### src/rtl/fb_pkg.sv
// Shared types and helpers for the frame-buffer arbiter: grant states,
// the posted-write entry and the linear pixel-address function.
package fb_pkg;
  localparam int unsigned FB_COLOR_BITS = 6;
  localparam int unsigned FB_H_WIDTH    = 200;
  localparam int unsigned FB_V_WIDTH    = 600;
  localparam int unsigned FB_ADDR_BITS  = $clog2(FB_H_WIDTH * FB_V_WIDTH);

  typedef enum logic [1:0] {
    IDLE = 2'd0,
    RD   = 2'd1,
    WR   = 2'd2
  } grant_t;

  typedef struct packed {
    logic [FB_ADDR_BITS-1:0]  addr;
    logic [FB_COLOR_BITS-1:0] data;
  } wr_entry_t;

  function automatic int unsigned fb_addr(input int unsigned h,
                                          input int unsigned v,
                                          input int unsigned h_width);
    return v * h_width + h;
  endfunction
endpackage

### src/rtl/fb_mem_arbiter_if.sv
// Bus bundle between the arbiter (slave) and its environment (master):
// scan-out request/return, host write port and the single-port RAM.
interface fb_mem_arbiter_if #(
  parameter int unsigned H_BITS     = 9,
  parameter int unsigned V_BITS     = 10,
  parameter int unsigned COLOR_BITS = 6,
  parameter int unsigned ADDR_BITS  = 17
);
  logic                  disp_req;
  logic [H_BITS-1:0]     disp_h;
  logic [V_BITS-1:0]     disp_v;
  logic [COLOR_BITS-1:0] disp_data;
  logic                  disp_valid;
  logic                  host_valid;
  logic                  host_ready;
  logic [H_BITS-1:0]     host_h;
  logic [V_BITS-1:0]     host_v;
  logic [COLOR_BITS-1:0] host_wdata;
  logic                  host_idle;
  logic                  ram_en;
  logic                  ram_we;
  logic [ADDR_BITS-1:0]  ram_addr;
  logic [COLOR_BITS-1:0] ram_wdata;
  logic [COLOR_BITS-1:0] ram_rdata;

  modport slave (
    input  disp_req, disp_h, disp_v, host_valid, host_h, host_v, host_wdata, ram_rdata,
    output disp_data, disp_valid, host_ready, host_idle, ram_en, ram_we, ram_addr, ram_wdata
  );

  modport master (
    output disp_req, disp_h, disp_v, host_valid, host_h, host_v, host_wdata, ram_rdata,
    input  disp_data, disp_valid, host_ready, host_idle, ram_en, ram_we, ram_addr, ram_wdata
  );
endinterface

### src/rtl/fb_wr_fifo.sv
// Posted host-write FIFO with first-word-fall-through head; FIFO_DEPTH is a
// power of two so the pointers wrap naturally.
module fb_wr_fifo
  import fb_pkg::*;
#(
  parameter int unsigned FIFO_DEPTH = 4
) (
  input  logic      clk,
  input  logic      rst,
  input  logic      push,
  input  logic      pop,
  input  wr_entry_t wdata,
  output logic      full,
  output logic      empty,
  output wr_entry_t head
);
  localparam int unsigned PTR_W = (FIFO_DEPTH > 1) ? $clog2(FIFO_DEPTH) : 1;

  wr_entry_t        mem_q [FIFO_DEPTH];
  wr_entry_t        mem_d [FIFO_DEPTH];
  logic [PTR_W-1:0] wr_ptr_q, wr_ptr_d;
  logic [PTR_W-1:0] rd_ptr_q, rd_ptr_d;
  logic [PTR_W:0]   cnt_q, cnt_d;
  logic             do_push, do_pop;

  assign full    = (cnt_q == (PTR_W+1)'(FIFO_DEPTH));
  assign empty   = (cnt_q == '0);
  assign do_push = push & ~full;
  assign do_pop  = pop & ~empty;
  assign head    = mem_q[rd_ptr_q];

  always_comb begin
    mem_d = mem_q;
    if (do_push) mem_d[wr_ptr_q] = wdata;
    wr_ptr_d = do_push ? wr_ptr_q + PTR_W'(1) : wr_ptr_q;
    rd_ptr_d = do_pop  ? rd_ptr_q + PTR_W'(1) : rd_ptr_q;
    cnt_d    = cnt_q + (PTR_W+1)'(do_push) - (PTR_W+1)'(do_pop);
  end

  always_ff @(posedge clk or posedge rst) begin
    if (rst) begin
      wr_ptr_q <= '0;
      rd_ptr_q <= '0;
      cnt_q    <= '0;
    end else begin
      wr_ptr_q <= wr_ptr_d;
      rd_ptr_q <= rd_ptr_d;
      cnt_q    <= cnt_d;
    end
  end

  // Storage holds data only; emptiness is tracked by the count.
  always_ff @(posedge clk) begin
    mem_q <= mem_d;
  end
endmodule

### src/rtl/fb_mem_arbiter.sv
// Frame-buffer RAM arbiter: scan-out reads have strict priority, host writes
// are posted and drained on idle cycles. FB_ARB_STATS_EN adds drop/stall counters.
module fb_mem_arbiter
  import fb_pkg::*;
#(
  parameter int unsigned H_WIDTH    = 200,
  parameter int unsigned V_WIDTH    = 600,
  parameter int unsigned H_BITS     = 9,
  parameter int unsigned V_BITS     = 10,
  parameter int unsigned COLOR_BITS = FB_COLOR_BITS,
  parameter int unsigned FIFO_DEPTH = 4
) (
  input  logic        clk,
  input  logic        rst,
`ifdef FB_ARB_STATS_EN
  output logic [15:0] drop_cnt,
  output logic [15:0] stall_cnt,
`endif
  fb_mem_arbiter_if.slave bus
);
  localparam int unsigned ADDR_BITS = $clog2(H_WIDTH * V_WIDTH);

  grant_t                state_q, state_d;
  logic [ADDR_BITS-1:0]  ram_addr_q, ram_addr_d;
  logic [COLOR_BITS-1:0] ram_wdata_q, ram_wdata_d;
  logic                  rd_en_q, rd_en_d;
  logic                  vld_p1_q, vld_p1_d;
  logic                  inr_p1_q, inr_p1_d;
  logic                  disp_valid_q, disp_valid_d;
  logic [COLOR_BITS-1:0] disp_data_q, disp_data_d;

  logic [H_BITS-1:0]     disp_h, host_h;
  logic [V_BITS-1:0]     disp_v, host_v;
  logic [ADDR_BITS-1:0]  disp_addr, host_addr;
  logic                  disp_inr, host_inr;
  logic                  fifo_push, fifo_pop, fifo_full, fifo_empty;
  wr_entry_t             push_entry, head_entry;

  assign disp_h    = bus.disp_h;
  assign disp_v    = bus.disp_v;
  assign host_h    = bus.host_h;
  assign host_v    = bus.host_v;
  assign disp_inr  = (32'(disp_h) < H_WIDTH) && (32'(disp_v) < V_WIDTH);
  assign host_inr  = (32'(host_h) < H_WIDTH) && (32'(host_v) < V_WIDTH);
  assign disp_addr = ADDR_BITS'(fb_addr(32'(disp_h), 32'(disp_v), H_WIDTH));
  assign host_addr = ADDR_BITS'(fb_addr(32'(host_h), 32'(host_v), H_WIDTH));

  // Out-of-range host writes are acknowledged but never enter the FIFO.
  assign fifo_push = bus.host_valid & ~fifo_full & host_inr;
  assign fifo_pop  = (state_d == WR);

  always_comb begin
    push_entry      = '0;
    push_entry.addr = FB_ADDR_BITS'(host_addr);
    push_entry.data = FB_COLOR_BITS'(bus.host_wdata);
  end

  fb_wr_fifo #(.FIFO_DEPTH(FIFO_DEPTH)) u_wr_fifo (
    .clk   (clk),
    .rst   (rst),
    .push  (fifo_push),
    .pop   (fifo_pop),
    .wdata (push_entry),
    .full  (fifo_full),
    .empty (fifo_empty),
    .head  (head_entry)
  );

  always_comb begin
    state_d = IDLE;
    if (bus.disp_req)     state_d = RD;
    else if (!fifo_empty) state_d = WR;
  end

  // Stage 0: address/data registered alongside the grant state.
  always_comb begin
    ram_addr_d  = ram_addr_q;
    ram_wdata_d = ram_wdata_q;
    rd_en_d     = 1'b0;
    unique case (state_d)
      RD: begin
        ram_addr_d = disp_addr;
        rd_en_d    = disp_inr;
      end
      WR: begin
        ram_addr_d  = ADDR_BITS'(head_entry.addr);
        ram_wdata_d = COLOR_BITS'(head_entry.data);
      end
      default: ;
    endcase
  end

  // Stage 1: RAM returns data; stage 2: result registered for scan-out.
  always_comb begin
    vld_p1_d     = (state_q == RD);
    inr_p1_d     = rd_en_q;
    disp_valid_d = vld_p1_q;
    disp_data_d  = (vld_p1_q && inr_p1_q) ? bus.ram_rdata : disp_data_q;
  end

  always_ff @(posedge clk or posedge rst) begin
    if (rst) begin
      state_q      <= IDLE;
      ram_addr_q   <= '0;
      ram_wdata_q  <= '0;
      rd_en_q      <= 1'b0;
      vld_p1_q     <= 1'b0;
      inr_p1_q     <= 1'b0;
      disp_valid_q <= 1'b0;
      disp_data_q  <= '0;
    end else begin
      state_q      <= state_d;
      ram_addr_q   <= ram_addr_d;
      ram_wdata_q  <= ram_wdata_d;
      rd_en_q      <= rd_en_d;
      vld_p1_q     <= vld_p1_d;
      inr_p1_q     <= inr_p1_d;
      disp_valid_q <= disp_valid_d;
      disp_data_q  <= disp_data_d;
    end
  end

  always_comb begin
    bus.ram_en    = ((state_q == RD) && rd_en_q) || (state_q == WR);
    bus.ram_we    = (state_q == WR);
    bus.host_idle = fifo_empty && (state_q != WR);
  end

  assign bus.host_ready = ~fifo_full;
  assign bus.ram_addr   = ram_addr_q;
  assign bus.ram_wdata  = ram_wdata_q;
  assign bus.disp_valid = disp_valid_q;
  assign bus.disp_data  = disp_data_q;

`ifdef FB_ARB_STATS_EN
  logic [15:0] drop_cnt_q, drop_cnt_d;
  logic [15:0] stall_cnt_q, stall_cnt_d;

  function automatic logic [15:0] sat_inc(input logic [15:0] cnt, input logic en);
    return (en && (cnt != 16'hFFFF)) ? cnt + 16'd1 : cnt;
  endfunction

  always_comb begin
    drop_cnt_d  = sat_inc(drop_cnt_q, bus.host_valid & ~fifo_full & ~host_inr);
    stall_cnt_d = sat_inc(stall_cnt_q, bus.disp_req & ~fifo_empty);
  end

  always_ff @(posedge clk or posedge rst) begin
    if (rst) begin
      drop_cnt_q  <= '0;
      stall_cnt_q <= '0;
    end else begin
      drop_cnt_q  <= drop_cnt_d;
      stall_cnt_q <= stall_cnt_d;
    end
  end

  assign drop_cnt  = drop_cnt_q;
  assign stall_cnt = stall_cnt_q;
`endif
endmodule

### src/flat_wrapper.sv
// flat-port wrapper written by rule: the top's interface ports become plain ports
module fb_mem_arbiter_flat import fb_pkg::*;
#(
  parameter int unsigned H_WIDTH    = 200,
  parameter int unsigned V_WIDTH    = 600,
  parameter int unsigned H_BITS     = 9,
  parameter int unsigned V_BITS     = 10,
  parameter int unsigned COLOR_BITS = FB_COLOR_BITS,
  parameter int unsigned FIFO_DEPTH = 4
)
  (clk, rst, bus_disp_req, bus_disp_h, bus_disp_v, bus_host_valid, bus_host_h, bus_host_v, bus_host_wdata, bus_ram_rdata, bus_disp_data, bus_disp_valid, bus_host_ready, bus_host_idle, bus_ram_en, bus_ram_we, bus_ram_addr, bus_ram_wdata);
  fb_mem_arbiter_if #(.H_BITS(H_BITS), .V_BITS(V_BITS), .COLOR_BITS(COLOR_BITS), .ADDR_BITS((17))) bus_i ();
  input  logic clk;
  input  logic rst;
  input wire logic [$bits(bus_i.disp_req)-1:0] bus_disp_req;
  input wire logic [$bits(bus_i.disp_h)-1:0] bus_disp_h;
  input wire logic [$bits(bus_i.disp_v)-1:0] bus_disp_v;
  input wire logic [$bits(bus_i.host_valid)-1:0] bus_host_valid;
  input wire logic [$bits(bus_i.host_h)-1:0] bus_host_h;
  input wire logic [$bits(bus_i.host_v)-1:0] bus_host_v;
  input wire logic [$bits(bus_i.host_wdata)-1:0] bus_host_wdata;
  input wire logic [$bits(bus_i.ram_rdata)-1:0] bus_ram_rdata;
  output wire logic [$bits(bus_i.disp_data)-1:0] bus_disp_data;
  output wire logic [$bits(bus_i.disp_valid)-1:0] bus_disp_valid;
  output wire logic [$bits(bus_i.host_ready)-1:0] bus_host_ready;
  output wire logic [$bits(bus_i.host_idle)-1:0] bus_host_idle;
  output wire logic [$bits(bus_i.ram_en)-1:0] bus_ram_en;
  output wire logic [$bits(bus_i.ram_we)-1:0] bus_ram_we;
  output wire logic [$bits(bus_i.ram_addr)-1:0] bus_ram_addr;
  output wire logic [$bits(bus_i.ram_wdata)-1:0] bus_ram_wdata;
  assign bus_i.disp_req = bus_disp_req;
  assign bus_i.disp_h = bus_disp_h;
  assign bus_i.disp_v = bus_disp_v;
  assign bus_i.host_valid = bus_host_valid;
  assign bus_i.host_h = bus_host_h;
  assign bus_i.host_v = bus_host_v;
  assign bus_i.host_wdata = bus_host_wdata;
  assign bus_i.ram_rdata = bus_ram_rdata;
  assign bus_disp_data = bus_i.disp_data;
  assign bus_disp_valid = bus_i.disp_valid;
  assign bus_host_ready = bus_i.host_ready;
  assign bus_host_idle = bus_i.host_idle;
  assign bus_ram_en = bus_i.ram_en;
  assign bus_ram_we = bus_i.ram_we;
  assign bus_ram_addr = bus_i.ram_addr;
  assign bus_ram_wdata = bus_i.ram_wdata;
  fb_mem_arbiter #(.H_WIDTH(H_WIDTH), .V_WIDTH(V_WIDTH), .H_BITS(H_BITS), .V_BITS(V_BITS), .COLOR_BITS(COLOR_BITS), .FIFO_DEPTH(FIFO_DEPTH)) u_core (.clk(clk), .rst(rst), .bus(bus_i));
endmodule
### config.mk
export PLATFORM = sky130hd
export DESIGN_NAME = fb_mem_arbiter_flat
export DESIGN_NICKNAME = d
export VERILOG_FILES = /design/src/rtl/fb_pkg.sv /design/src/rtl/fb_mem_arbiter_if.sv /design/src/rtl/fb_wr_fifo.sv /design/src/rtl/fb_mem_arbiter.sv /design/src/flat_wrapper.sv
export SDC_FILE = /design/constraint.sdc
export NUM_CORES = 1
export LEC_CHECK = 0
export CAP_MARGIN = 10
export CORE_MARGIN = 2
export CORE_UTILIZATION = 45
export CTS_CLUSTER_DIAMETER = 150
export DETAILED_ROUTE_END_ITERATION = 8
export PLACE_DENSITY = 0.78
export SETUP_SLACK_MARGIN = 0.2
export SYNTH_ARGS = -nofsm -noshare
export SYNTH_HDL_FRONTEND = slang
export SYNTH_SLANG_ARGS = --single-unit
### constraint.sdc
create_clock -name clk -period 2.6 [get_ports clk]
set_input_delay 0.65 -clock clk [delete_from_list [all_inputs] [get_ports clk]]
set_output_delay 0.65 -clock clk [all_outputs]
set_load 0.01 [all_outputs]
==> flow_summary.toml <==
[die]
coreArea_mm2 = 0.0171
ios = 88
dieArea_mm2 = 0.0184
start_util_pct = 45.5
die_y_um = 136
rows = 48
die_x_um = 136

[global_route]
antenna_found_initial = 0
grt.overflow.total = 0
grt_usage_pct = 21.9
first_global_vias = 6154
grt_max_degree = 36
grt_pass1_wl_um = 31100

[setup_path]
cp-end-kind = "flop"
cp.arrival_ns = 3.64
crit_fanout = 4
slowest_delay_ns = 0.49
crit_type = "in2reg"
path_cells = "buf_6 -> buf_6 -> inv_12 -> ha_4 -> inv_4 -> ha_4 -> inv_2 -> fa_1 -> inv_2 -> ha_4 -> a21oi_4 -> buf_6 -> xnor2_2 -> nand4_1 -> nor3_2 -> buf_4 -> buf_6 -> xor2_4"
path_common_cell = "buf_6"
critPathSlowestCell = "fa_1"
cp_data_required_time_ns = 2.86
worstSetupStartpointType = "input port"

[cts]
path_clk_slew_ns = 0.06
cts_tree = "done"
clock_sinks = 134
cts_made_buffers = 17
cts-root-buf = "clkbuf_16"
clk_latency_ns = 0.42
ctsHtreeMaxLevel = 4
clockBufferDepth = 2

[synthesis]
synthTopCellsByArea = "edfxtp_1 (35%), ha_1 (14%), dfrtp_1 (14%)"
syn_area_per_cell_um2 = 13.1
synth_area_leader_cell = "edfxtp_1"
yosysUniqueCellTypes = 55
synth_area_mm2 = 0.00778
yosys_register_bits = 134
syn_inst = 596
synth_top_area_share_pct = 35.5
synth.most_common_cell = "edfxtp_1"
postSynthNetCount = 751
ys_warn_count = 0
synthTopCellsByCount = "edfxtp_1 (92), ha_1 (88), inv_1 (69)"
async_reset_ff_share_pct = 31.3
ys_seq_area_share_pct = 49.0
synth-edff-count = 92
ys.flop_type = "edfxtp_1"

[placed_design]
gp_congestion = 0.880
portBuffers = 87
dpl_cell_area_mm2 = 0.0103
pre_cts_ws_ns = -1.53
hpwl_um = 13300

[drt]
wl_per_cell_um = 19.6
via_per_inst = 5.40
vias = 5697
drt_first_pass_iters = 5
drc_errors = 0
wl_um = 20700
drt_iter0_drc = 389
ant_nets = 0

[sta]
fin_skew_ns = 0.00993
grt_setup_unrepaired = "yes"
holdWs_ns = 0.383
slew_headroom_pct = 30.6
layout_setup_ws_ns = -0.783
final_max_slew_viol_count = 0
post-route-period-util_pct = 130
max_slew.worst_pin.slew_ns = 1.03
period_needed_ns = 3.38
fin_setup_tns_ns = -19.86
fmax_mhz = 296
hold_viol = 0
setup_viol = 43

[layout]
diodes = 0
n_fill_cell = 1092
fin_area_mm2 = 0.0118
syn_to_final_growth_pct = 51.6
layout-drive-gt1-share_pct = 44.2
nNetsFinal = 972

[min_path]
holdCritPathClass = "reg2reg"

[power_and_ir_drop]
power.total_uw = 11000
ir_worst_vdd_mv = 0.713
powerDensity_mw_per_mm2 = 933
p_leak_uw = 0.00473

[run_status]
status = "finished with violations"
violations = "setup timing"

[job]
cap_violations = 0
==> stage by stage <==
stage	util [%]	instances
6_report	69.0	1055
5_1_grt	69.0	1055
4_1_cts	66.8	1044
2_1_floorplan	-	596
3_5_place_dp	60.2	1004
3_3_place_gp	60.2	1004
==> cells in the final DEF, fill, tap and decap left out, drive strengths merged, types with 8 or more instances in the layout <==
| cell | n |
|---|---|
| o21ai | 27 |
| clkbuf | 20 |
| mux2i | 15 |
| a21oi | 31 |
| clkdlybuf4s50 | 62 |
| mux2 | 12 |
| inv | 73 |
| buf | 144 |
| xnor2 | 30 |
| nor2 | 17 |
| mux4 | 23 |
| nand2 | 23 |
| nor2b | 15 |
| fa | 13 |
| edfxtp | 92 |
| a211oi | 8 |
| nand3 | 10 |
| xor2 | 11 |
| dfrtp | 42 |
| ha | 88 |
==> area by class of cell <==
cell class	instances	area [µm²]	share of cell area [%]
well taps	225	282	2.38
inverters	69	279	2.36
clock buffers	18	429	3.64
repair buffers	214	1950	16.5
clock inverters	14	198	1.67
flip-flops and latches	134	3810	32.3
multi-input cells	381	4860	41.1
==> sequential cells by signal (all words and copies together) (netlist names) <==
signal and cells:
u_core.state_q 2, u_core.disp_valid_d 1, u_core.u_wr_fifo.cnt_q 3, u_core.bus.ram_wdata 6, u_core.u_wr_fifo.rd_ptr_q 2, u_core.bus.disp_valid 1, u_core.bus.ram_addr 17, u_core.inr_p1_q 1
u_core.u_wr_fifo.mem_q 92, u_core.u_wr_fifo.wr_ptr_q 2, u_core.bus.disp_data 6, u_core.inr_p1_d 1
==> logic make-up (layout without fill, tap and decap cells) <==
family | Yosys count | in the layout | share of synthesized area, %
adder cells (fa/ha/maj) | 101 | 101 | 17.5
flip-flops | 134 | 134 | 49.0
AO/OA/AOI/OAI | 93 | 93 | 7.75
AND/OR/NAND/NOR | 96 | 96 | 6.64
multiplexers | 50 | 50 | 10.3
XOR/XNOR | 41 | 41 | 4.85
buffers and inverters | 81 | 315 | 3.97
==> final timing paths <==
check | slack [ns] | start | endpoint | cells after the start
worst max-delay path | -0.78 | bus_host_v[5] | u_core.u_wr_fifo.mem_q[89] | 18
worst max register to register | 0.19 | u_core.u_wr_fifo.cnt_q[0] | u_core.u_wr_fifo.cnt_q[2] | 12
max in group asynchronous | 1.26 | rst | u_core.bus.ram_addr[4] | 3
worst min-delay path | 0.38 | u_core.disp_valid_d | u_core.bus.disp_valid | 0
min in group asynchronous | 0.65 | rst | u_core.bus.ram_wdata[5] | 2
worst min register to register | 0.38 | u_core.disp_valid_d | u_core.bus.disp_valid | 0
==> worst max-delay path, delay by kind of cell <==
| kind | cells | cell delay, ns |
|---|---|---|
| adders and majority gates | 4 | 1.23 |
| buffers and inverters | 9 | 0.74 |
| AOI/OAI and AO/OA | 1 | 0.20 |
| and+or+nand+nor | 2 | 0.52 |
| xor gates and xnor gates | 2 | 0.29 |
==> metal layers <==
layer,wire [µm],track usage (%),up-vias
li1,-,-,2609
met1,7980,25.7,2868
met2,11400,40.6,183
met3,819,3.44,37
met4,469,7.99,0
met5,0,0,-
==> report_power, final <==
group | internal [µW] | switching [µW]
clock network | 1620 | 959
logic | 2870 | 2430
registers | 2800 | 337
total | 7280 | 3720
==> timing repair <==
action | 4_1_cts | 5_1_grt
buffers inserted | 8 | 11
gates resized for setup | 183 | 62
pin swaps | 71 | 52
setup endpoints to repair | 53 | 47
hold buffers | 0 | 0
Note: power is estimated with default switching activity, not from simulation.
